**config.mk**
```make
export PLATFORM = sky130hd
export DESIGN_NAME = decoder_host_link
export DESIGN_NICKNAME = d
export VERILOG_FILES = /design/src/rtl/decoder_host_link.sv
export SDC_FILE = /design/constraint.sdc
export NUM_CORES = 1
export LEC_CHECK = 0
export ABC_CLOCK_PERIOD_IN_PS = 2500
export CORE_MARGIN = 1
export CORE_UTILIZATION = 35
export CTS_CLUSTER_SIZE = 24
export DETAILED_ROUTE_END_ITERATION = 10
export PLACE_DENSITY = 0.65
export REMOVE_ABC_BUFFERS = 1
export SYNTH_ARGS = -nofsm -noshare
export SYNTH_HDL_FRONTEND = slang
export SYNTH_SLANG_ARGS = --single-unit
```
**constraint.sdc**
```tcl
create_clock -name clk -period 2.5 [get_ports clk]
set_clock_uncertainty 0.15 [all_clocks]
set_input_delay 0.375 -clock clk [delete_from_list [all_inputs] [get_ports clk]]
set_output_delay 0.375 -clock clk [all_outputs]
set_load 0.01 [all_outputs]
```
**src/rtl/decoder_host_link.sv**
```systemverilog
// Host-side bridge for the decoder byte protocol: serialises start commands and measurement
// rounds onto the decoder input stream and parses iteration/cycle/correction results back.
module decoder_host_link #(
  parameter int unsigned GRID_WIDTH_X            = 4,
  parameter int unsigned GRID_WIDTH_Z            = 1,
  parameter int unsigned GRID_WIDTH_U            = 3,
  // Total correction bits per round as produced by the decoder for this grid.
  parameter int unsigned CORR_W                  = 14,
  parameter logic [7:0]  START_DECODING_MSG      = 8'h01,
  parameter logic [7:0]  MEASUREMENT_DATA_HEADER = 8'h02,
  localparam int unsigned MeasBytes = (GRID_WIDTH_X * GRID_WIDTH_Z + 7) / 8,
  localparam int unsigned MeasW     = 8 * MeasBytes,
  localparam int unsigned RW        = (GRID_WIDTH_U > 1) ? $clog2(GRID_WIDTH_U) : 1
) (
  input  logic              clk,
  input  logic              reset,
  input  logic              start_valid_i,
  output logic              start_ready_o,
  input  logic [MeasW-1:0]  meas_data_i,
  input  logic              meas_valid_i,
  output logic              meas_ready_o,
  output logic [7:0]        tx_data_o,
  output logic              tx_valid_o,
  input  logic              tx_ready_i,
  input  logic [7:0]        rx_data_i,
  input  logic              rx_valid_i,
  output logic              rx_ready_o,
  output logic [CORR_W-1:0] corr_data_o,
  output logic [RW-1:0]     corr_round_o,
  output logic              corr_valid_o,
  input  logic              corr_ready_i,
  output logic [7:0]        result_iterations_o,
  output logic [15:0]       result_cycles_o,
  output logic              result_valid_o,
  output logic              busy_o
);

  localparam int unsigned CorrBytes = (CORR_W + 7) / 8;
  localparam int unsigned BW        = (MeasBytes > 1) ? $clog2(MeasBytes) : 1;
  localparam int unsigned CbW       = (CorrBytes > 1) ? $clog2(CorrBytes) : 1;

  typedef enum logic [2:0] {TIdle, TStart, THeader, TPayload, TNext} tx_state_e;
  typedef enum logic [2:0] {RIter, RCycHi, RCycLo, RCorr, RPresent} rx_state_e;

  tx_state_e        tx_state_q, tx_state_d;
  logic [MeasW-1:0] shift_q, shift_d;
  logic [BW-1:0]    byte_q, byte_d;
  logic [RW-1:0]    round_q, round_d;
  logic             resp_pending_q, resp_set, resp_clr;

  rx_state_e         rx_state_q, rx_state_d;
  logic [7:0]        iter_tmp_q, iter_tmp_d;
  logic [7:0]        cyc_hi_q, cyc_hi_d;
  logic [7:0]        res_iter_q, res_iter_d;
  logic [15:0]       res_cyc_q, res_cyc_d;
  logic [CORR_W-1:0] corr_q, corr_d;
  logic [CbW-1:0]    cbyte_q, cbyte_d;
  logic [RW-1:0]     rround_q, rround_d;

  always_comb begin
    tx_state_d    = tx_state_q;
    shift_d       = shift_q;
    byte_d        = byte_q;
    round_d       = round_q;
    resp_set      = 1'b0;
    start_ready_o = 1'b0;
    meas_ready_o  = 1'b0;
    tx_data_o     = 8'h00;
    tx_valid_o    = 1'b0;
    unique case (tx_state_q)
      TIdle: begin
        start_ready_o = 1'b1;
        meas_ready_o  = !start_valid_i && !resp_pending_q;
        if (start_valid_i) begin
          tx_state_d = TStart;
        end else if (meas_valid_i && meas_ready_o) begin
          shift_d    = meas_data_i;
          round_d    = '0;
          tx_state_d = THeader;
        end
      end
      TStart: begin
        tx_data_o  = START_DECODING_MSG;
        tx_valid_o = 1'b1;
        if (tx_ready_i) tx_state_d = TIdle;
      end
      THeader: begin
        tx_data_o  = MEASUREMENT_DATA_HEADER;
        tx_valid_o = 1'b1;
        if (tx_ready_i) begin
          byte_d     = '0;
          tx_state_d = TPayload;
        end
      end
      TPayload: begin
        tx_data_o  = shift_q[7:0];
        tx_valid_o = 1'b1;
        if (tx_ready_i) begin
          shift_d = shift_q >> 8;
          byte_d  = byte_q + 1'b1;
          if (byte_q == BW'(MeasBytes - 1)) begin
            if (round_q == RW'(GRID_WIDTH_U - 1)) begin
              resp_set   = 1'b1;
              tx_state_d = TIdle;
            end else begin
              tx_state_d = TNext;
            end
          end
        end
      end
      TNext: begin
        meas_ready_o = 1'b1;
        if (meas_valid_i) begin
          shift_d    = meas_data_i;
          round_d    = round_q + 1'b1;
          byte_d     = '0;
          tx_state_d = TPayload;
        end
      end
      default: tx_state_d = TIdle;
    endcase
  end

  always_comb begin
    rx_state_d     = rx_state_q;
    iter_tmp_d     = iter_tmp_q;
    cyc_hi_d       = cyc_hi_q;
    res_iter_d     = res_iter_q;
    res_cyc_d      = res_cyc_q;
    corr_d         = corr_q;
    cbyte_d        = cbyte_q;
    rround_d       = rround_q;
    resp_clr       = 1'b0;
    rx_ready_o     = 1'b1;
    corr_valid_o   = 1'b0;
    result_valid_o = 1'b0;
    unique case (rx_state_q)
      RIter: if (rx_valid_i) begin
        iter_tmp_d = rx_data_i;
        rx_state_d = RCycHi;
      end
      RCycHi: if (rx_valid_i) begin
        cyc_hi_d   = rx_data_i;
        rx_state_d = RCycLo;
      end
      RCycLo: if (rx_valid_i) begin
        res_iter_d = iter_tmp_q;
        res_cyc_d  = {cyc_hi_q, rx_data_i};
        cbyte_d    = '0;
        rx_state_d = RCorr;
      end
      RCorr: if (rx_valid_i) begin
        // Bits of the final byte beyond CORR_W have no destination and are dropped.
        for (int b = 0; b < int'(CORR_W); b++) begin
          if (cbyte_q == CbW'(b / 8)) corr_d[b] = rx_data_i[b % 8];
        end
        if (cbyte_q == CbW'(CorrBytes - 1)) begin
          cbyte_d    = '0;
          rx_state_d = RPresent;
        end else begin
          cbyte_d = cbyte_q + 1'b1;
        end
      end
      RPresent: begin
        rx_ready_o   = 1'b0;
        corr_valid_o = 1'b1;
        if (corr_ready_i) begin
          if (rround_q == RW'(GRID_WIDTH_U - 1)) begin
            result_valid_o = 1'b1;
            resp_clr       = 1'b1;
            rround_d       = '0;
            rx_state_d     = RIter;
          end else begin
            rround_d   = rround_q + 1'b1;
            rx_state_d = RCorr;
          end
        end
      end
      default: rx_state_d = RIter;
    endcase
  end

  always_ff @(posedge clk) begin
    if (reset) begin
      tx_state_q     <= TIdle;
      shift_q        <= '0;
      byte_q         <= '0;
      round_q        <= '0;
      resp_pending_q <= 1'b0;
      rx_state_q     <= RIter;
      iter_tmp_q     <= '0;
      cyc_hi_q       <= '0;
      res_iter_q     <= '0;
      res_cyc_q      <= '0;
      corr_q         <= '0;
      cbyte_q        <= '0;
      rround_q       <= '0;
    end else begin
      tx_state_q     <= tx_state_d;
      shift_q        <= shift_d;
      byte_q         <= byte_d;
      round_q        <= round_d;
      // A new request completing in the same cycle as the old response wins.
      resp_pending_q <= resp_set ? 1'b1 : (resp_clr ? 1'b0 : resp_pending_q);
      rx_state_q     <= rx_state_d;
      iter_tmp_q     <= iter_tmp_d;
      cyc_hi_q       <= cyc_hi_d;
      res_iter_q     <= res_iter_d;
      res_cyc_q      <= res_cyc_d;
      corr_q         <= corr_d;
      cbyte_q        <= cbyte_d;
      rround_q       <= rround_d;
    end
  end

  assign corr_data_o         = corr_q;
  assign corr_round_o        = rround_q;
  assign result_iterations_o = res_iter_q;
  assign result_cycles_o     = res_cyc_q;
  assign busy_o              = (tx_state_q != TIdle) || resp_pending_q;

endmodule
```
# Word-level counts from Yosys, hierarchy flattened
# Index checks and enable logic that the tools add are counted.
[word_totals] elab_cells=119 register_bits=75 output_inout_bits=55
[classes] add_sub_neg=4 bitwise_logic=1 n_mux=50 reduce_logical=26 n_eq_ne=24
[ops] cell="case mux 8 bit (3 select lines)" n=2
[ops] cell="2-to-1 mux 3 bit" n=14
[ops] cell="2-to-1 mux 8 bit" n=4
[ops] cell="case mux 3 bit (5 select lines)" n=2
[ops] cell="!= test 2 bit (second input constant)" n=13
[ops] cell="2-to-1 mux 1 bit" n=19
[ops] cell="equality test 3 x 2 -> 1 bit (second input constant)" n=4
[ops] cell="AND reduction 6 bit" n=2
[ops] cell="2-to-1 mux 2 bit" n=5
[ops] cell="AND reduction 3 bit" n=3
[ops] cell="nonzero test 3 bit" n=3
[ops] cell="AND reduction 2 bit" n=4
[ops] cell="AND reduction 4 bit" n=2
[ops] cell="equality test 3 x 1 -> 1 bit (second input constant)" n=2
[ops] cell="equality test 3 bit (second input constant)" n=2
[ops] cell="zero test 3 bit" n=2
[ops] cell="nonzero test 2 bit" n=3
[ops] cell="AND reduction 5 bit" n=1
[ops] cell="adder 2 x 1 -> 2 bit (second input constant)" n=2
[ops] cell="equality test 2 bit (second input constant)" n=2
[ops] cell="case mux 1 bit (2 select lines)" n=2
[ops] cell="case mux 2 bit (2 select lines)" n=1
[ops] cell="!= test 3 bit (second input constant)" n=1
[ops] cell="case mux 1 bit (3 select lines)" n=1
[ops] cell="6 further kinds" n=9

# Longest topological paths before layout
[logic_depth] depth_word=6 mapped_depth=6 mapped_depth_nobuf=5

# Worst setup path after synthesis
# OpenSTA, ideal clock, no wires.
[synth_timing] kind="reg-to-output" from="register tx_state_q[2]" to="output port busy_o" required_ns=1.975 setup_slack_ns=0.957 stages_incl_launch_ff=4 arrival_ns=1.018 path_cell_list="dfxtp_1 -> clkbuf_1 -> nor3_1 -> nand2b_1"
[synth_via] elab_chain_cells=2
[synth_rtl] item="from (decl)" line="45" text="tx_state_e tx_state_q, tx_state_d;"
[synth_rtl] item="from (signal assigned)" line="185" text="tx_state_q <= TIdle;"
[synth_rtl] item="from (signal assigned)" line="199" text="tx_state_q <= tx_state_d;"
[synth_rtl] item="nonzero test 3 bit" line="220" text="assign busy_o = (tx_state_q != TIdle) || resp_pending_q;"
[synth_rtl] item="logical OR 1 bit" line="220"
[synth_rtl] item="to (decl)" line="35" text="output logic busy_o"
# No other way between the ends.

# Final worst setup path
[layout_timing] from="register tx_state_q[1]" to="output port tx_data_o[4]"
[layout_via] elab_chain_cells=2
[layout_rtl] item="equality test 3 x 2 -> 1 bit or equality test 3 x 1 -> 1 bit (tied branches)" line="70" text="unique case (tx_state_q)"
[layout_rtl] item="case mux 8 bit (3 select lines) *" line="70"
[layout_rtl] item="to (decl)" line="22" text="output logic [7:0] tx_data_o,"
# Mark *: on every way between the ends. The rest lies on a longest branch, timed or not.

==> metrics <==
Skew-Pair Late Insertion Delay=0.35 ns; gr usage total=17.5%; first-pass GRT wire length=13400 um; Detail Route Antenna Nets=0; RSZ-0062 raised after global routing=false; Clock Sink Count=75; CTS resizes=2; Setup Buffers After CTS=0; status=complete, no violations; DP Worst Slack=0.165 ns; CTS tree=yes; HP Class=flip-flop to flip-flop; ys flop type=dfxtp_1; dominant cell type by area after synthesis=dfxtp_1; leading cell types by count after synthesis=dfxtp_1 (75), nand2_1 (72), a21oi_1 (54); Worst-path clk slew=0.08 ns; die area=9500 um2; vias in the first global route=2780; Starting Density=36.4%; buffers added on ports=77; Yosys top cell area share=47.1%; Cell Rows=34; grt ovf=0; sequential-to-total area share from yosys stat=47.1%; Arrival @ worst endpoint=1.83 ns; met1 global-route usage=21.8%; ANT cells=0; fmax=0.425 GHz; Worst VDD drop=0.359 mV; Post-synth EDFFs=0; crit-path max FO=15; met2 Resource Use GR=27.8%; drt pass-1 iters=4; initial DRC count=133; P per Cell Area=593 nW/um2; Critical Path End Type=primary output; hpwl dp=5120 um; synth top area cells=dfxtp_1 (47%), a21oi_1 (8.5%), nand2_1 (8.5%); total CTS buffers=9; synthesis-to-layout area growth=32.8%; Mapped Avg Cell Area=8.40 um2; chip width=97.5 um; final WL=7800 um; critical path launch point type=flip-flop; final hold vios=0; largest net degree at the start of global routing=70; drt wl/cell=14.0 um; Synth Register Bits=75; Final Cycle Share=94.1%; worst slew pin tran=0.572 ns; fill cell count=874; count leader, synth=dfxtp_1; busiest grt layer=met2; H-tree levels=3; Async SR Flop Fraction=0%; M3 GR Usage=6.69%; layout cells sized above 1=8.44%; Final GP Congestion=0.750; Final Core Density=48.4%; total I/O pin count=78; DRC=0; Final setup viols=0; Max clock buf depth=2; worst setup margin=0.147 ns; vias post-DR=2892; CTS Hold Bufs=0; die height=97.5 um; Clock Root Buffer=clkbuf_8; synthesized area=3190 um2; fin. max-slew vios=0; Netlist cell types=52; data required time at the worst endpoint=1.98 ns; Static Leak=1.47 nW; Tmin final=2.35 ns; Setup CP Type=flip-flop to primary output; slew margin rel.=61.7%; core area=8760 um2; Vias/cell=5.18; max_cap viols=0; initial antenna violation count=0; synthesized netlist cell count=380; fin nets=469; setup TNS=0 ns; YS warnings=0
==> metal layers <==
| metal | up-vias | routed length [um] |
|---|---|---|
| met5 | - | 0 |
| met4 | 0 | 92 |
| met3 | 9 | 503 |
| met2 | 84 | 3610 |
| met1 | 1362 | 3600 |
| li1 | 1437 | - |
==> critical path, cell delays in order (launching register included) <==
cell and delay, ns:
dfxtp_2 0.48, and3b_2 0.30, and2_1 0.15, clkdlybuf4s50_1 0.54
==> kinds of logic after synthesis <==
group                    count (synthesis)  share of synthesized area, %
AO/OA/AOI/OAI                           87                          15.2
AND/OR/NAND/NOR                        161                          26.2
adder cells (fa/ha/maj)                  1                         0.392
buffers and inverters                   39                          5.80
flip-flops                              75                          47.1
multiplexers                            17                          5.37
==> final cells by class <==
type	instances	area (um2)	area share (%)
Clock inverter	5	61.3	1.45
Timing Repair Buffer	86	846	20.0
Inverter	7	26.3	0.620
Clock buffer	11	141	3.34
Multi-Input combinational cell	266	1520	35.9
Sequential cell	75	1510	35.5
Tap cell	108	135	3.19
==> registers in the layout (all words and copies together), names as in the netlist <==
register             flops
resp_pending_q           1
byte_q                   1
cyc_hi_q                 8
corr_data_o             14
shift_q                  8
iter_tmp_q               8
result_cycles_o         16
tx_state_q               3
corr_round_o             2
round_q                  2
result_iterations_o      8
cbyte_q                  1
rx_state_q               3
==> through the flow <==
step	cells	area [um2]	hold slack [ns]	power (mW)
3_3_place_gp	542	4030	0.288	1.57
5_1_grt	558	4240	0.314	2.62
6_report	558	4240	0.295	2.51
2_1_floorplan	348	3030	0.275	1.41
3_5_place_dp	542	4030	0.295	1.57
4_1_cts	558	4230	0.302	2.53
==> power breakdown <==
part,internal [mW],total [mW],switching (mW)
logic,0.137,0.286,0.149
registers,1.23,1.26,0.0330
clock network,0.492,0.963,0.471
total,1.86,2.51,0.653
==> cells in the final DEF, fill, tap and decap left out, types with 3 or more instances in the layout <==
master	Yosys	layout
nand3_1	30	30
nand2_1	72	72
buf_4	4	8
clkbuf_8	0	10
and2_1	8	8
dfxtp_1	75	72
nor2_1	19	18
inv_1	6	6
a21oi_1	54	54
mux2i_1	16	16
clkdlybuf4s50_1	0	76
dfxtp_2	0	3
o21ai_0	18	18
clkinvlp_4	0	3
nand4_1	3	3
nor3_1	3	3
nand4b_1	3	3
==> path summary, 6_finish.rpt <==
check / start / to / slack (ns) / cells past startpoint
max: tx_state_q[1]$_SDFFE_PP0P_ / tx_data_o[4] / 0.15 / 3
min: iter_tmp_q[0]$_SDFFE_PP0P_ / result_iterations_o[0]$_SDFFE_PP0P_ / 0.29 / 2
max reg2reg: rx_state_q[2]$_SDFFE_PP0P_ / iter_tmp_q[3]$_SDFFE_PP0P_ / 0.73 / 4
min reg2reg: iter_tmp_q[0]$_SDFFE_PP0P_ / result_iterations_o[0]$_SDFFE_PP0P_ / 0.29 / 2
Note: power is estimated with default switching activity, not from simulation.
